===== config.mk =====
export PLATFORM = sky130hd
export DESIGN_NAME = alu_mem_unit_flat
export DESIGN_NICKNAME = d
export VERILOG_FILES = /design/src/rtl/mips_pkg.sv /design/src/rtl/alu_mem_unit_if.sv /design/src/rtl/alu_mem_unit_data_mem.sv /design/src/rtl/alu_mem_unit.sv /design/src/flat_wrapper.sv
export SDC_FILE = /design/constraint.sdc
export NUM_CORES = 2
export LEC_CHECK = 0
export CAP_MARGIN = 20
export CORE_UTILIZATION = 40
export DETAILED_ROUTE_END_ITERATION = 7
export PLACE_DENSITY = 0.67
export SLEW_MARGIN = 20
export SYNTH_ARGS = -nofsm -noshare
export SYNTH_HDL_FRONTEND = slang
export SYNTH_SLANG_ARGS = --single-unit

===== constraint.sdc =====
create_clock -name clk -period 16 [get_ports clk]
set_input_delay 3.2 -clock clk [delete_from_list [all_inputs] [get_ports clk]]
set_output_delay 3.2 -clock clk [all_outputs]
set_load 0.01 [all_outputs]

===== src/rtl/mips_pkg.sv =====
`default_nettype none
// ============================================================================
// Module   : mips_pkg
// Purpose  : Shared opcode/funct encodings and word width for the MIPS subset.
// Revision : 1.0 - initial release
// ============================================================================
package mips_pkg;

    localparam int WORD_W = 32;

    localparam logic [5:0] OP_RTYPE = 6'b000000;
    localparam logic [5:0] OP_LW    = 6'b100011;
    localparam logic [5:0] OP_SW    = 6'b101011;
    localparam logic [5:0] OP_BEQ   = 6'b000100;
    localparam logic [5:0] OP_BNE   = 6'b000101;

    localparam logic [5:0] FN_ADD   = 6'b100000;
    localparam logic [5:0] FN_SUB   = 6'b100010;
    localparam logic [5:0] FN_AND   = 6'b100100;
    localparam logic [5:0] FN_OR    = 6'b100101;
    localparam logic [5:0] FN_SRL   = 6'b000010;
    localparam logic [5:0] FN_SLL   = 6'b000000;

endpackage
`default_nettype wire


===== src/rtl/alu_mem_unit_if.sv =====
`default_nettype none
// ============================================================================
// Module   : alu_mem_unit_if
// Purpose  : Operand/decode inputs and result outputs of the execute stage.
// Revision : 1.0 - initial release
// ============================================================================
interface alu_mem_unit_if;
    import mips_pkg::*;

    logic [5:0]        opcode;
    logic [5:0]        funct;
    logic [4:0]        shamt;
    logic [WORD_W-1:0] rs_val;
    logic [WORD_W-1:0] rt_val;
    logic [WORD_W-1:0] imm_ext;
    logic [WORD_W-1:0] result;
    logic [WORD_W-1:0] difference;
    logic [WORD_W-1:0] wb_data;
    logic              reg_write;
    logic              mem_write;
    logic              branch_taken;

    modport master (
        output opcode, funct, shamt, rs_val, rt_val, imm_ext,
        input  result, difference, wb_data, reg_write, mem_write, branch_taken
    );

    modport slave (
        input  opcode, funct, shamt, rs_val, rt_val, imm_ext,
        output result, difference, wb_data, reg_write, mem_write, branch_taken
    );

endinterface
`default_nettype wire


===== src/rtl/alu_mem_unit_data_mem.sv =====
`default_nettype none
// ============================================================================
// Module   : data_mem
// Purpose  : DEPTH x 32 word memory; async clear, sync write, comb read.
// Revision : 1.0 - initial release
// ============================================================================
module data_mem
    import mips_pkg::*;
#(
    parameter int DEPTH = 64,
    parameter int AW    = 6
) (
    input  wire logic              clk,
    input  wire logic              rst_n,
    input  wire logic              i_we,
    input  wire logic [AW-1:0]     i_addr,
    input  wire logic [WORD_W-1:0] i_wdata,
    output logic      [WORD_W-1:0] o_rdata
);

    logic [WORD_W-1:0] r_mem [DEPTH];

    // Whole array clears while reset is low, which also blocks any store.
    always_ff @(posedge clk or negedge rst_n) begin
        if (!rst_n) begin
            for (int i = 0; i < DEPTH; i++) begin
                r_mem[i] <= '0;
            end
        end else if (i_we) begin
            r_mem[i_addr] <= i_wdata;
        end
    end

    assign o_rdata = r_mem[i_addr];

endmodule
`default_nettype wire


===== src/rtl/alu_mem_unit.sv =====
`default_nettype none
// ============================================================================
// Module   : alu_mem_unit
// Purpose  : Single-cycle execute/memory stage: ALU, branch compare, data mem.
// Revision : 1.0 - initial release
// ============================================================================
module alu_mem_unit
    import mips_pkg::*;
#(
    parameter int DEPTH = 64,
    parameter int AW    = 6
) (
    input  wire logic     clk,
    input  wire logic     rst_n,
    alu_mem_unit_if.slave bus
);

    logic [WORD_W-1:0] w_diff;
    logic [WORD_W-1:0] w_addr_sum;
    logic [WORD_W-1:0] w_result;
    logic [WORD_W-1:0] w_rdata;
    logic              w_reg_write;
    logic              w_mem_write;
    logic              w_branch;
    logic              w_is_lw;

    assign w_diff     = bus.rs_val - bus.rt_val;
    assign w_addr_sum = bus.rs_val + bus.imm_ext;

    always_comb begin
        w_result    = '0;
        w_reg_write = 1'b0;
        w_mem_write = 1'b0;
        w_branch    = 1'b0;
        w_is_lw     = 1'b0;
        case (bus.opcode)
            OP_RTYPE: begin
                w_reg_write = 1'b1;
                case (bus.funct)
                    FN_ADD:  w_result = bus.rs_val + bus.rt_val;
                    FN_SUB:  w_result = w_diff;
                    FN_AND:  w_result = bus.rs_val & bus.rt_val;
                    FN_OR:   w_result = bus.rs_val | bus.rt_val;
                    FN_SRL:  w_result = bus.rt_val >> bus.shamt;
                    FN_SLL:  w_result = bus.rt_val << bus.shamt;
                    default: w_reg_write = 1'b0;
                endcase
            end
            OP_LW: begin
                w_result    = w_addr_sum;
                w_reg_write = 1'b1;
                w_is_lw     = 1'b1;
            end
            OP_SW: begin
                w_result    = w_addr_sum;
                w_mem_write = 1'b1;
            end
            OP_BEQ: begin
                w_result = w_diff;
                w_branch = (w_diff == '0);
            end
            OP_BNE: begin
                w_result = w_diff;
                w_branch = (w_diff != '0);
            end
            default: ;
        endcase
    end

    // Word index drops the byte offset and wraps modulo DEPTH.
    data_mem #(
        .DEPTH (DEPTH),
        .AW    (AW)
    ) u_data_mem (
        .clk     (clk),
        .rst_n   (rst_n),
        .i_we    (w_mem_write),
        .i_addr  (w_result[AW+1:2]),
        .i_wdata (bus.rt_val),
        .o_rdata (w_rdata)
    );

    assign bus.result       = w_result;
    assign bus.difference   = w_diff;
    assign bus.reg_write    = w_reg_write;
    assign bus.mem_write    = w_mem_write;
    assign bus.branch_taken = w_branch;
    assign bus.wb_data      = w_is_lw     ? w_rdata  :
                              w_reg_write ? w_result : '0;

endmodule
`default_nettype wire


===== src/flat_wrapper.sv =====
// flat-port wrapper written by rule: the top's interface ports become plain ports
module alu_mem_unit_flat import mips_pkg::*;
#(
    parameter int DEPTH = 64,
    parameter int AW    = 6
)
  (clk, rst_n, bus_opcode, bus_funct, bus_shamt, bus_rs_val, bus_rt_val, bus_imm_ext, bus_result, bus_difference, bus_wb_data, bus_reg_write, bus_mem_write, bus_branch_taken);
  alu_mem_unit_if bus_i ();
  input  wire logic clk;
  input  wire logic rst_n;
  input wire logic [$bits(bus_i.opcode)-1:0] bus_opcode;
  input wire logic [$bits(bus_i.funct)-1:0] bus_funct;
  input wire logic [$bits(bus_i.shamt)-1:0] bus_shamt;
  input wire logic [$bits(bus_i.rs_val)-1:0] bus_rs_val;
  input wire logic [$bits(bus_i.rt_val)-1:0] bus_rt_val;
  input wire logic [$bits(bus_i.imm_ext)-1:0] bus_imm_ext;
  output wire logic [$bits(bus_i.result)-1:0] bus_result;
  output wire logic [$bits(bus_i.difference)-1:0] bus_difference;
  output wire logic [$bits(bus_i.wb_data)-1:0] bus_wb_data;
  output wire logic [$bits(bus_i.reg_write)-1:0] bus_reg_write;
  output wire logic [$bits(bus_i.mem_write)-1:0] bus_mem_write;
  output wire logic [$bits(bus_i.branch_taken)-1:0] bus_branch_taken;
  assign bus_i.opcode = bus_opcode;
  assign bus_i.funct = bus_funct;
  assign bus_i.shamt = bus_shamt;
  assign bus_i.rs_val = bus_rs_val;
  assign bus_i.rt_val = bus_rt_val;
  assign bus_i.imm_ext = bus_imm_ext;
  assign bus_result = bus_i.result;
  assign bus_difference = bus_i.difference;
  assign bus_wb_data = bus_i.wb_data;
  assign bus_reg_write = bus_i.reg_write;
  assign bus_mem_write = bus_i.mem_write;
  assign bus_branch_taken = bus_i.branch_taken;
  alu_mem_unit #(.DEPTH(DEPTH), .AW(AW)) u_core (.clk(clk), .rst_n(rst_n), .bus(bus_i));
endmodule

==> metrics.txt <==
mux share of post-synthesis cell area 0.04985; final cell count without fillers ~15000; relative slew slack 0.1652; first-pass GRT wire length about 560000 um; fraction of layout instances using a drive strength above 1 0.06680; Synth Flop Type sky130_fd_sc_hd__dfrtp_1; synthesized cell area about 100000 um2; largest family of logic cells by synthesized area simple AND/OR/NAND/NOR gates; number of global-route vias before repair ~83000; #FFs+latches synth between 2000 and 2500; top fanout value on the critical path 66; largest net degree at the start of global routing 179; Num CTS Buffers between 150 and 200; Setup TNS Final 0 ps; vertical die dimension between 500 and 600 um; largest registers in the final layout u_core.u_data_mem.r_mem: 2048 flops; most common library cells after synthesis sky130_fd_sc_hd__nand2_1 (3536), sky130_fd_sc_hd__dfrtp_1 (2048), sky130_fd_sc_hd__o21ai_0 (1919), sky130_fd_sc_hd__clkbuf_1 (727), sky130_fd_sc_hd__mux2i_1 (407); adder and majority cell fraction of the synthesized area 0.01669; source of the worst hold timing path u_core.u_data_mem.r_mem[453]; count of yosys warnings during synthesis 0; Finish-stage setup viols 0; Synth Area in XOR/XNOR 0.005894; worst hold slack after final layout around 480 ps; number of instances in the synthesized netlist about 11000; cell area power density roughly 100 nW/um2; count of buffers from port buffering around 210; H-tree level count 4; DRC viols 7; Via density between 6 and 7; sequential element share of the synthesized area 0.5148; minimum clock period after layout between 10000 and 15000 ps; Post-CTS Setup Bufs 0; average wire per standard cell 26.26 um; post-cts hold buffer count 0; Hold Crit Class reg2reg; unrepaired setup endpoints after global routing no; area share of the largest cell type after synthesis 0.5148; post-synth net total around 12000; top cells by area in the synthesized netlist sky130_fd_sc_hd__dfrtp_1 (51%), sky130_fd_sc_hd__nand2_1 (13%), sky130_fd_sc_hd__o21ai_0 (9.6%); fin crit share 0.9113; dominant cell type by area after synthesis sky130_fd_sc_hd__dfrtp_1; critical path endpoint category output pin; CTS tree built; Worst Max-Slew Pin Slew around 1200 ps; Root Driver sky130_fd_sc_hd__clkbuf_16; DIE WIDTH 500.9 um; area of the placeable core about 250000 um2; number of distinct library cells after synthesis between 90 and 100; fin. max-slew vios 0; depth of the worst register-to-register path 2; Syn Area/Cell ~8.7 um2; overall fraction of global-route tracks in use 0.3001; clock transition at the register clock pins on the worst setup and hold paths after CTS ~60 ps; Critical Path Source Type primary input; standard-cell rows 182; latest clock arrival within the worst-skew pair a little under 900 ps; effective utilization at floorplan 0.4037; critical path start-end classification in2out; initial antenna violation count 17; routability cong. 0.9518; dominant cell by count in the synthesized netlist sky130_fd_sc_hd__nand2_1; vias post-DR approximately 90000; Arr. time, crit path approximately 11000 ps; count of instances resized after the clock tree is built 0; DRC marker count from the first detailed-route iteration 12270; Sink Count between 2000 and 2500; Die ar. ~250000 um2; antenna-violating nets left 0; failing checks design-rule violations; Top Ports about 210; number of flops mapped to enable cells by yosys 0; Worst Hold Path Cells 2; P&R area growth vs syn 11.15%; worst endpoint required time 12800 ps; half-perimeter wire length after placement about 230000 um; Static Leakage roughly 49 nW; Achievable Freq slightly below 70 MHz; area fraction in and, or, nand and nor cells after synthesis 0.1890; worst reg2reg startpoint u_core.u_data_mem.r_mem[1131]; Reg2Reg Setup Slack around 15000 ps; first-pass detailed-route iteration total 8; peak supply drop around 90 uV; total of max-cap violations 0; setup clock skew after layout 0 ps; Largest register FFs between 2000 and 2500; asr flop ratio synth 1.000; worst flop-to-flop path endpoint u_core.u_data_mem.r_mem[1131]; endpoint with the worst hold slack u_core.u_data_mem.r_mem[453]; final hold vios 0; Placed Cells incl. Taps around 14000; Layout Nets about 11000; total overflow reported by the global router 0; largest register by flop count u_core.u_data_mem.r_mem; total wirelength of the detailed-routed design 382800 um; synthesized-area fraction occupied by ao, oa, aoi and oai cells 0.1761; clock tree buffer depth 3; outcome finished with violations; utilization after layout 0.4487
[report_power, final]
part | internal, W | switching, W
sequential | 0.00521 | 0.0000172
combinational | 0.000286 | 0.000724
clock | 0.00270 | 0.00213
total | 0.00820 | 0.00287
[critical path: stages]
cell	delay, ps
sky130_fd_sc_hd__clkdlybuf4s50_1	670
sky130_fd_sc_hd__inv_2	110
sky130_fd_sc_hd__buf_4	520
sky130_fd_sc_hd__ha_1	450
sky130_fd_sc_hd__nor3_1	380
sky130_fd_sc_hd__nor3_1	140
sky130_fd_sc_hd__xnor2_1	330
sky130_fd_sc_hd__inv_1	150
sky130_fd_sc_hd__a21oi_1	280
sky130_fd_sc_hd__a31oi_2	120
sky130_fd_sc_hd__buf_4	210
sky130_fd_sc_hd__nor2_4	100
sky130_fd_sc_hd__buf_4	470
sky130_fd_sc_hd__inv_2	470
sky130_fd_sc_hd__nand2_2	610
sky130_fd_sc_hd__buf_4	620
sky130_fd_sc_hd__o22ai_1	130
sky130_fd_sc_hd__o21ai_0	280
sky130_fd_sc_hd__nand4_1	270
sky130_fd_sc_hd__nor3_1	890
sky130_fd_sc_hd__buf_4	250
sky130_fd_sc_hd__o21ai_0	100
sky130_fd_sc_hd__clkdlybuf4s50_1	510
[stage by stage]
step	worst slack [ps]	power [W]	instance area, um2
after floorplan	5709	0.005800	99560
after global placement	1675	0.006298	103800
after detailed placement	1746	0.006306	103800
after CTS	1720	0.01108	110500
after global routing	1391	0.01137	110600
final	1420	0.01107	110700
[area by class of cell]
cell class / instances / area (um2)
antenna: 9 / 22.52
clock buffer: 292 / 5784
clock inverter: 68 / 933.4
fill: 23560 / 136000
inverter: 127 / 485.5
multi-input combinational: 8282 / 43790
sequential: 2048 / 51250
tap: 3312 / 4144
timing repair buffer: 440 / 4249
[per-layer routing]
layer / routed length (um) / part of all wire / GRT usage / up-vias
li1: - / - / - / 38640
met1: 157200 / 0.41 / 0.4162 / 43650
met2: 166000 / 0.43 / 0.4456 / 4918
met3: 39080 / 0.10 / 0.06246 / 899
met4: 20290 / 0.053 / 0.1439 / 18
met5: 241 / 0.00063 / 0.004052 / -
[cell usage in the layout (no fill, tap or decap), types with 15 or more instances in the layout]
master,count
sky130_fd_sc_hd__clkbuf_8,54
sky130_fd_sc_hd__o21ai_0,1919
sky130_fd_sc_hd__and3_1,59
sky130_fd_sc_hd__o221ai_1,19
sky130_fd_sc_hd__a221oi_1,29
sky130_fd_sc_hd__mux2i_1,407
sky130_fd_sc_hd__ha_1,128
sky130_fd_sc_hd__nor4_1,26
sky130_fd_sc_hd__nor2b_1,18
sky130_fd_sc_hd__clkbuf_16,195
sky130_fd_sc_hd__a22oi_1,15
sky130_fd_sc_hd__o211ai_1,25
sky130_fd_sc_hd__clkdlybuf4s50_1,208
sky130_fd_sc_hd__nand2_2,65
sky130_fd_sc_hd__buf_4,194
sky130_fd_sc_hd__a211oi_1,35
sky130_fd_sc_hd__a32oi_1,200
sky130_fd_sc_hd__a311oi_1,25
sky130_fd_sc_hd__mux4_2,32
sky130_fd_sc_hd__a21oi_1,170
sky130_fd_sc_hd__nand4_1,176
sky130_fd_sc_hd__nand3_1,401
sky130_fd_sc_hd__clkbuf_1,43
sky130_fd_sc_hd__inv_1,89
sky130_fd_sc_hd__a31oi_1,55
sky130_fd_sc_hd__o22ai_1,103
sky130_fd_sc_hd__nor2_1,169
sky130_fd_sc_hd__clkinv_2,38
sky130_fd_sc_hd__buf_12,27
sky130_fd_sc_hd__dfrtp_1,2048
sky130_fd_sc_hd__a21o_1,18
sky130_fd_sc_hd__nand2_1,3489
sky130_fd_sc_hd__inv_2,29
sky130_fd_sc_hd__xnor2_1,53
sky130_fd_sc_hd__o21a_1,16
sky130_fd_sc_hd__o21ai_1,298
sky130_fd_sc_hd__nor3_1,42
sky130_fd_sc_hd__mux2_2,15
[how the worst max path moves through the flow]
stage / startpoint / to / slack (ps) / cells after the start
floorplan: bus_rt_val[2] / bus_branch_taken / 5710 / 17
global placement: bus_rt_val[3] / bus_wb_data[13] / 1680 / 23
detailed placement: bus_rt_val[3] / bus_wb_data[28] / 1750 / 23
CTS: bus_rt_val[3] / bus_wb_data[28] / 1720 / 23
global route: bus_rt_val[3] / bus_wb_data[28] / 1390 / 23
finish: bus_rt_val[3] / bus_wb_data[28] / 1420 / 23
[cells by family (layout without fill, tap and decap cells)]
group,Yosys count,in the layout
simple gates,4554,4554
compound gates,3076,3076
flops,2048,2048
buf+inv,1161,927
mux,454,454
fa+ha+maj,131,131
xor+xnor,67,67
other cells,0,9
Power figures use the tool's default switching activity.
